<file path="src/rtl/async_block_driver_pkg.sv">
`default_nettype none
// ============================================================================
// Module   : async_block_driver_pkg
// Purpose  : Shared widths and FSM encoding for the async block driver.
// Revision : 1.0 - initial release
// ============================================================================
package async_block_driver_pkg;

  localparam int c_data_w = 4;

  localparam logic [2:0] c_st_idle = 3'd0;
  localparam logic [2:0] c_st_req  = 3'd1;
  localparam logic [2:0] c_st_capt = 3'd2;
  localparam logic [2:0] c_st_rtz  = 3'd3;
  localparam logic [2:0] c_st_err  = 3'd4;

  typedef enum logic [2:0] {
    IDLE = c_st_idle,
    REQ  = c_st_req,
    CAPT = c_st_capt,
    RTZ  = c_st_rtz,
    ERR  = c_st_err
  } state_t;

endpackage
`default_nettype wire

</file>
<file path="src/rtl/async_block_driver_if.sv">
`default_nettype none
// ============================================================================
// Module   : async_block_driver_if
// Purpose  : Bundled-data proc/rdy link to the 4-operand compute block.
// Revision : 1.0 - initial release
// ============================================================================
interface async_block_driver_if;
  import async_block_driver_pkg::*;

  logic [c_data_w-1:0] blk_in1;
  logic [c_data_w-1:0] blk_in2;
  logic [c_data_w-1:0] blk_in3;
  logic [c_data_w-1:0] blk_in4;
  logic                blk_proc;
  logic                blk_rdy;
  logic [c_data_w-1:0] blk_out;

  modport master (
    output blk_in1, blk_in2, blk_in3, blk_in4, blk_proc,
    input  blk_rdy, blk_out
  );

  modport slave (
    input  blk_in1, blk_in2, blk_in3, blk_in4, blk_proc,
    output blk_rdy, blk_out
  );

endinterface
`default_nettype wire

</file>
<file path="src/rtl/async_block_driver_rdy_sync.sv">
`default_nettype none
// ============================================================================
// Module   : rdy_sync
// Purpose  : Multi-flop synchroniser for asynchronous return signals.
// Revision : 1.0 - initial release
// ============================================================================
module rdy_sync #(
  parameter int STAGES = 2
) (
  input  logic clk,
  input  logic rst_n,
  input  logic d,
  output logic q
);

  logic [STAGES-1:0] r_sync;

  always_ff @(posedge clk or negedge rst_n) begin
    if (!rst_n) r_sync <= '0;
    else        r_sync <= {r_sync[STAGES-2:0], d};
  end

  assign q = r_sync[STAGES-1];

endmodule
`default_nettype wire

</file>
<file path="src/rtl/async_block_driver.sv">
`default_nettype none
// ============================================================================
// Module   : async_block_driver
// Purpose  : Initiator of the 4-phase proc/rdy handshake with operand slots,
//            result capture, status flags and a transaction counter.
// Revision : 1.0 - initial release
// ============================================================================
module async_block_driver
  import async_block_driver_pkg::*;
#(
  parameter int SYNC_STAGES = 2,
  parameter int TIMEOUT_W   = 8
) (
  input  logic                clk,
  input  logic                rst_n,
  input  logic [c_data_w-1:0] op_in,
  input  logic [3:0]          op_ld,
  input  logic                go,
  input  logic                auto,
  async_block_driver_if.master blk,
  output logic [c_data_w-1:0] res,
  output logic                res_valid,
  output logic                busy,
  output logic                err,
  output logic [3:0]          done_cnt
);

  logic                 w_rst_n;
  logic                 w_rdy_s;
  logic                 w_go_rise;
  logic                 w_start;
  logic                 w_timeout;
  logic [TIMEOUT_W-1:0] w_timer_nxt;

  state_t                    r_state;
  logic [3:0][c_data_w-1:0]  r_slot;
  logic [TIMEOUT_W-1:0]      r_timer;
  logic [c_data_w-1:0]       r_res;
  logic [3:0]                r_done_cnt;
  logic                      r_go_q;
  logic                      r_pending;
  logic                      r_blk_proc;
  logic                      r_busy;
  logic                      r_err;
  logic                      r_res_valid;

  // Reset asserts asynchronously but releases on a clock edge.
  rdy_sync #(.STAGES(2)) u_rst_sync (
    .clk   (clk),
    .rst_n (rst_n),
    .d     (1'b1),
    .q     (w_rst_n)
  );

  rdy_sync #(.STAGES(SYNC_STAGES)) u_rdy_sync (
    .clk   (clk),
    .rst_n (w_rst_n),
    .d     (blk.blk_rdy),
    .q     (w_rdy_s)
  );

  assign w_go_rise   = go & ~r_go_q;
  assign w_start     = (r_pending | (auto & r_res_valid & ~r_err)) & ~w_rdy_s;
  assign w_timer_nxt = (&r_timer) ? r_timer : r_timer + 1'b1;
  assign w_timeout   = &w_timer_nxt;

  always_ff @(posedge clk or negedge w_rst_n) begin
    if (!w_rst_n) begin
      r_slot <= '0;
    end else if (!r_busy) begin
      for (int k = 0; k < 4; k++) begin
        if (op_ld[k]) r_slot[k] <= op_in;
      end
    end
  end

  always_ff @(posedge clk or negedge w_rst_n) begin
    if (!w_rst_n) begin
      r_state     <= IDLE;
      r_timer     <= '0;
      r_res       <= '0;
      r_done_cnt  <= '0;
      r_go_q      <= 1'b0;
      r_pending   <= 1'b0;
      r_blk_proc  <= 1'b0;
      r_busy      <= 1'b0;
      r_err       <= 1'b0;
      r_res_valid <= 1'b0;
    end else begin
      r_go_q <= go;
      if (w_go_rise && !r_busy) r_pending <= 1'b1;

      case (r_state)
        IDLE: begin
          if (w_start) begin
            r_state    <= REQ;
            r_blk_proc <= 1'b1;
            r_busy     <= 1'b1;
            r_timer    <= '0;
            r_pending  <= 1'b0;
          end
        end
        REQ: begin
          if (w_rdy_s) begin
            r_state    <= CAPT;
            r_blk_proc <= 1'b0;
          end else if (w_timeout) begin
            r_state     <= ERR;
            r_blk_proc  <= 1'b0;
            r_busy      <= 1'b0;
            r_err       <= 1'b1;
            r_res_valid <= 1'b0;
          end else begin
            r_timer <= w_timer_nxt;
          end
        end
        // rdy_s is still high here, so blk_out is guaranteed settled.
        CAPT: begin
          r_res       <= blk.blk_out;
          r_res_valid <= 1'b1;
          r_err       <= 1'b0;
          r_done_cnt  <= r_done_cnt + 1'b1;
          r_timer     <= '0;
          r_state     <= RTZ;
        end
        RTZ: begin
          if (!w_rdy_s) begin
            r_state <= IDLE;
            r_busy  <= 1'b0;
          end else if (w_timeout) begin
            r_state     <= ERR;
            r_busy      <= 1'b0;
            r_err       <= 1'b1;
            r_res_valid <= 1'b0;
          end else begin
            r_timer <= w_timer_nxt;
          end
        end
        ERR: begin
          if (r_pending) r_state <= IDLE;
        end
        default: r_state <= IDLE;
      endcase
    end
  end

  assign blk.blk_in1  = r_slot[0];
  assign blk.blk_in2  = r_slot[1];
  assign blk.blk_in3  = r_slot[2];
  assign blk.blk_in4  = r_slot[3];
  assign blk.blk_proc = r_blk_proc;
  assign res          = r_res;
  assign res_valid    = r_res_valid;
  assign busy         = r_busy;
  assign err          = r_err;
  assign done_cnt     = r_done_cnt;

endmodule
`default_nettype wire

</file>
<file path="src/flat_wrapper.sv">
// flat-port wrapper written by rule: the top's interface ports become plain ports
module async_block_driver_flat import async_block_driver_pkg::*;
#(
  parameter int SYNC_STAGES = 2,
  parameter int TIMEOUT_W   = 8
)
  (clk, rst_n, op_in, op_ld, go, auto, res, res_valid, busy, err, done_cnt, blk_blk_in1, blk_blk_in2, blk_blk_in3, blk_blk_in4, blk_blk_proc, blk_blk_rdy, blk_blk_out);
  async_block_driver_if blk_i ();
  input  logic clk;
  input  logic rst_n;
  input  logic [c_data_w-1:0] op_in;
  input  logic [3:0] op_ld;
  input  logic go;
  input  logic auto;
  output logic [c_data_w-1:0] res;
  output logic res_valid;
  output logic busy;
  output logic err;
  output logic [3:0] done_cnt;
  output wire logic [$bits(blk_i.blk_in1)-1:0] blk_blk_in1;
  output wire logic [$bits(blk_i.blk_in2)-1:0] blk_blk_in2;
  output wire logic [$bits(blk_i.blk_in3)-1:0] blk_blk_in3;
  output wire logic [$bits(blk_i.blk_in4)-1:0] blk_blk_in4;
  output wire logic [$bits(blk_i.blk_proc)-1:0] blk_blk_proc;
  input wire logic [$bits(blk_i.blk_rdy)-1:0] blk_blk_rdy;
  input wire logic [$bits(blk_i.blk_out)-1:0] blk_blk_out;
  assign blk_blk_in1 = blk_i.blk_in1;
  assign blk_blk_in2 = blk_i.blk_in2;
  assign blk_blk_in3 = blk_i.blk_in3;
  assign blk_blk_in4 = blk_i.blk_in4;
  assign blk_blk_proc = blk_i.blk_proc;
  assign blk_i.blk_rdy = blk_blk_rdy;
  assign blk_i.blk_out = blk_blk_out;
  async_block_driver #(.SYNC_STAGES(SYNC_STAGES), .TIMEOUT_W(TIMEOUT_W)) u_core (.clk(clk), .rst_n(rst_n), .op_in(op_in), .op_ld(op_ld), .go(go), .auto(auto), .blk(blk_i), .res(res), .res_valid(res_valid), .busy(busy), .err(err), .done_cnt(done_cnt));
endmodule
</file>
<file path="config.mk">
export PLATFORM = sky130hd
export DESIGN_NAME = async_block_driver_flat
export DESIGN_NICKNAME = d
export VERILOG_FILES = /design/src/rtl/async_block_driver_pkg.sv /design/src/rtl/async_block_driver_if.sv /design/src/rtl/async_block_driver_rdy_sync.sv /design/src/rtl/async_block_driver.sv /design/src/flat_wrapper.sv
export SDC_FILE = /design/constraint.sdc
export NUM_CORES = 1
export LEC_CHECK = 0
export CORE_UTILIZATION = 35
export CTS_CLUSTER_SIZE = 24
export DETAILED_ROUTE_END_ITERATION = 8
export GPL_TIMING_DRIVEN = 0
export HOLD_SLACK_MARGIN = 0.05
export PLACE_DENSITY = 0.6
export SLEW_MARGIN = 25
export SYNTH_ARGS = -nofsm -noshare
export SYNTH_HDL_FRONTEND = slang
export SYNTH_SLANG_ARGS = --single-unit
</file>
<file path="constraint.sdc">
create_clock -name clk -period 2.31 [get_ports clk]
set_input_delay 0.3465 -clock clk [delete_from_list [all_inputs] [get_ports clk]]
set_output_delay 0.3465 -clock clk [all_outputs]
set_load 0.1 [all_outputs]
</file>
Word-level counts from Yosys, hierarchy flattened

Index checks and enable logic that the tools add are counted.

Add/subtract/negate cells: 2
Bitwise gates (word level): 9
Reductions and logical operators: 18
Muxes and demuxes: 31
Equality and inequality tests: 9

Operators by type and width:

| kind                                                 | number |
|---|---|
| two-way mux 8 bit                                    | 5 |
| case mux 8 bit (4 select lines)                      | 1 |
| AND reduction 8 bit                                  | 2 |
| two-way mux 1 bit                                    | 15 |
| two-way mux 3 bit                                    | 5 |
| case mux 3 bit (5 select lines)                      | 1 |
| AND reduction 2 bit                                  | 5 |
| case mux 1 bit (3 select lines)                      | 3 |
| AND reduction 3 bit                                  | 3 |
| adder 8 x 1 -> 8 bit (second input constant)         | 1 |
| equality test 3 x 2 -> 1 bit (second input constant) | 2 |
| nonzero test 3 bit                                   | 2 |
| adder 4 x 1 -> 4 bit (second input constant)         | 1 |
| AND 1 bit                                            | 4 |
| != test 2 x 1 -> 1 bit (second input constant)       | 2 |
| != test 2 bit (second input constant)                | 2 |
| NOT 1 bit                                            | 4 |
| AND reduction 4 bit                                  | 1 |
| nonzero test 4 bit                                   | 1 |
| equality test 3 x 1 -> 1 bit (second input constant) | 1 |
| equality test 3 bit (second input constant)          | 1 |
| logical NOT 3 bit                                    | 1 |
| != test 3 x 2 -> 1 bit (second input constant)       | 1 |
| case mux 1 bit (2 select lines)                      | 1 |
| 4 further kinds                                      | 4 |

Register bits after elaboration: 45
Input port bits: 17
Output and inout port bits: 28
Logic and storage cells: 85

Depth between registers and ports, before layout

Depth after elaboration: 6
Mapped depth: 7

By module

From an unflattened synthesis, not the netlist that was laid out.

Cell total of the unflattened synthesis: 177
Area total of the unflattened synthesis: 2060.7 um^2

By module, submodules not included:

| module             | instances | area each (um^2) | cells each |
|---|---|---|---|
| async_block_driver | 1         | 1960.6           | 173 |
| rdy_sync           | 2         | 50.0             | 2 |

Worst setup path before layout

OpenSTA, ideal clock, no wires.

Kind: register to register
From: register u_core.r_err, in the netlist u_core.err
To: register u_core.r_timer[0]
Required time: 2.185 ns
Arrival: 2.036 ns
Setup time: 0.125 ns
Cell stages (with the launch flop): 5
Slack: 0.149 ns
Period minus slack after synthesis: 2.161 ns
Buffers on the path: 0
Cell sequence: dfrtp_1 -> o21bai_1 -> o31ai_1 -> nor4_4 -> mux2_2

Word-level cells in the longest chain between the ends: 6

Ends and longest elaborated chain:

| element                                 | line                      | RTL |
|---|---|---|
| start: declaration                      | async_block_driver.sv:44  | `logic r_err;` |
| start signal: assignment                | async_block_driver.sv:87  | `r_err <= 1'b0;` |
| start signal: assignment                | async_block_driver.sv:111 | `r_err <= 1'b1;` |
| start signal: assignment                | async_block_driver.sv:121 | `r_err <= 1'b0;` |
| NOT 1 bit                               | async_block_driver.sv:63  | `assign w_start = (r_pending \| (auto & r_res_valid & ~r_err)) & ~w_rdy_s;` |
| AND 1 bit                               | async_block_driver.sv:63  |  |
| OR 1 bit                                | async_block_driver.sv:63  |  |
| AND 1 bit                               | async_block_driver.sv:63  |  |
| != test 2 x 1 -> 1 bit (no source line) | -                         |  |
| AND reduction 4 bit (no source line)    | -                         |  |
| end signal: assignment                  | async_block_driver.sv:114 | `r_timer <= w_timer_nxt;` |
| end signal: assignment                  | async_block_driver.sv:136 | `r_timer <= w_timer_nxt;` |
| end: declaration                        | async_block_driver.sv:37  | `logic [TIMEOUT_W-1:0] r_timer;` |

Every way passes these cells.
A chain may end at the register's enable or synchronous reset.

Worst setup path in the final report

From: register u_core.r_err, in the netlist u_core.err
To: output port err

RTL lines:

| element          | line               | RTL |
|---|---|---|
| end: declaration | flat_wrapper.sv:18 | `output logic err;` |

No word-level cell between the ends.

==> summary.txt <==
Timing
  • Fmax achieved: 445.3 MHz
  • Setup TNS: 0 ns
  • Final Hold Fails: 0
  • Worst clock skew: 0.006302 ns
  • RSZ-0062 raised after global routing: false
  • Fin crit period: 2.245 ns
  • Hold Slack: 0.2016 ns
  • Max Slew Vio Count: 0
  • Slew margin rel.: 34.07%
  • Worst slew pin tran: 0.9858 ns
  • # setup viols final: 0
  • Fin crit share: 97.21%

Routing
  • DR pass1 iterations: 4
  • Iteration-0 DRC Markers: 49
  • DR WL/cell: 14.36 µm
  • Post-route DRC: 0
  • Vias per cell: 5.184
  • Via count: 1602
  • Total wire length: 4436 µm
  • Post-DRT Antenna Nets: 0

Critical path
  • Crit-path max cell delay: 1.17 ns
  • CP max FO: 6
  • Critical path type: register to primary output
  • Crit path DAT: 1.90 ns
  • Critical path capture point type: primary output
  • CP top delay family: buffers and inverters
  • Worst endpoint required time: 1.96 ns
  • WP buf/inv: 1
  • Worst setup SP type: register
  • CP max stage cell: clkdlybuf4s50_1
  • Worst path cell trace: clkdlybuf4s50_1

Synth
  • Synth Flop Type: dfrtp_1
  • Post-Syn Instances: 181
  • Synthesized flop and latch total: 45
  • Synth async-reset ratio: 100.0%
  • Cell variety after synth: 51
  • Cell accounting for the most synthesized area: dfrtp_1
  • Synth top area share: 52.20%
  • Synth top cells by count: 45 x dfrtp_1, 22 x mux2_2, 10 x nor2_1, 9 x nand3_1, 8 x nand2_1
  • Sequential area share after synthesis: 52.20%
  • Synthesis Warnings: 0
  • Synth area leaders: dfrtp_1 52%, mux2_2 11%, nand3_1 2.1%
  • Post-synth EDFFs: 0
  • Most frequent cell after synthesis: dfrtp_1
  • Cell area after synthesis: 2157 µm²
  • Post-synth net total: 200
  • Synth Area per Inst: 11.92 µm²

GRT
  • Vias in the first global route: 1488
  • GRT Overall Usage: 15.03%
  • Largest net degree at the start of global routing: 27
  • Global-route wire length before repair: 7307 µm
  • Total grt overflow: 0
  • Initial antenna violation count: 0

Clocking
  • Clock sinks: 45
  • H-tree Lvls: 2
  • Root Driver: clkbuf_8
  • CTS buffer count: 5
  • Register clock-pin slew on the reported worst setup and hold paths: 0.08 ns
  • Setup bufs post-CTS: 0
  • Clk Latency, worst-skew pair: 0.29 ns
  • CTS tree: done
  • Clock Tree Buf Depth: 2

Layout
  • Layout area overhead: 32.08%
  • Ant. Diodes: 0
  • Layout Cells excl Fill: 309
  • Final core utilization: 48.12%
  • Nets: 252
  • Share of layout cells above drive strength 1: 22.65%

Floorplan
  • Chip width: 80.51 µm
  • Core area: 5921 µm²
  • Initial core utilization: 36.43%
  • Die area: 6481 µm²
  • IO Count: 45
  • Std-Cell Rows: 28
  • Die height: 80.51 µm

Placement
  • Placed insts: 301
  • RePlAce Congestion: 0.8310
  • Number of port buffers: 44
  • Dpl hpwl: 3292 µm

Job
  • Total of max-cap violations: 0

Run status
  • Status: complete, no violations

Hold path
  • Worst Hold Class: primary input to asynchronous set/reset pin
## through the flow
step / worst slack, ns / area (µm²)
2_1_floorplan: 0.1489 / 2157
3_3_place_gp: 0.2174 / 2691
3_5_place_dp: 0.2406 / 2713
4_1_cts: 0.03619 / 2846
5_1_grt: 0.006379 / 2849
6_report: 0.06456 / 2849
## state kept, by name, summed over array words and instances (netlist names), 2 cells and up
signal / flops
u_core.r_timer: 8
u_core.blk.blk_in1: 4
u_core.blk.blk_in2: 4
u_core.blk.blk_in3: 4
u_core.blk.blk_in4: 4
u_core.done_cnt: 4
u_core.res: 4
u_core.r_state: 3
u_core.u_rdy_sync.r_sync: 2
u_core.u_rst_sync.r_sync: 2
## layer usage
metal	part of all wire (%)	track usage, %	vias to the layer above
li1	-	-	771
met1	46	19.32	779
met2	46	23.56	47
met3	5.9	4.432	5
met4	1.8	5.893	0
met5	0	0	-
## worst paths after layout
check / from / depth (start not counted) / slack [ns] / to
max in group asynchronous: u_core.u_rst_sync.r_sync[1] / 1 / 1.63 / u_core.busy
min in group clk: u_core.u_rst_sync.r_sync[0] / 0 / 0.36 / u_core.u_rst_sync.r_sync[1]
max reg2reg: u_core.r_timer[0] / 6 / 0.22 / u_core.r_state[2]
min: rst_n / 1 / 0.20 / u_core.u_rst_sync.r_sync[0]
max: u_core.err / 1 / 0.06 / err
min reg2reg: u_core.u_rst_sync.r_sync[1] / 0 / 0.20 / u_core.done_cnt[3]
## cells by family (layout without fill, tap and decap cells)
logic type | after synthesis | count (layout) | synth area share, %
simple gates | 49 | 49 | 13.40
compound gates | 46 | 46 | 16.36
flops | 45 | 45 | 52.20
mux | 22 | 22 | 11.49
buf+inv | 12 | 65 | 3.480
fa+ha+maj | 3 | 3 | 1.682
xor+xnor | 3 | 3 | 1.218
other cells | 1 | 1 | 0.1738
## timing repair
item / CTS / global route
resized for setup: 0 / 1
hold buffers: 0 / 0
endpoints found under the setup margin: 0 / 1
## layout make-up
class,instances,area [µm²]
Fill cell,556,3072
Tap cell,75,93.84
Inverter,6,22.52
Clock buffer,5,68.82
Sequential cell,45,1127
Multi-Input combinational cell,124,955.9
Buffer,6,52.55
Timing Repair Buffer,45,462.9
Clock inverter,3,65.06
## layout by cell type (no fill, tap or decap), types with 2 or more instances in the layout
master and instances:
inv_1 6, bufinv_16 2, dfrtp_1 44, o31ai_1 4, o21ai_0 6, clkdlybuf4s50_1 43
o21bai_1 3, clkbuf_8 7, mux2_2 22, nor2_1 10, nand4_1 3, nand2b_1 3
nand2_1 8, a31oi_1 7, buf_2 2, ha_1 2, buf_4 2, or4_1 2
nor2b_1 4, and3_2 2, a21oi_1 7, nand3_1 9, xnor2_1 2
Power is not shown: default switching activity piles up to over one toggle a cycle in this logic, so the estimate is an artifact.
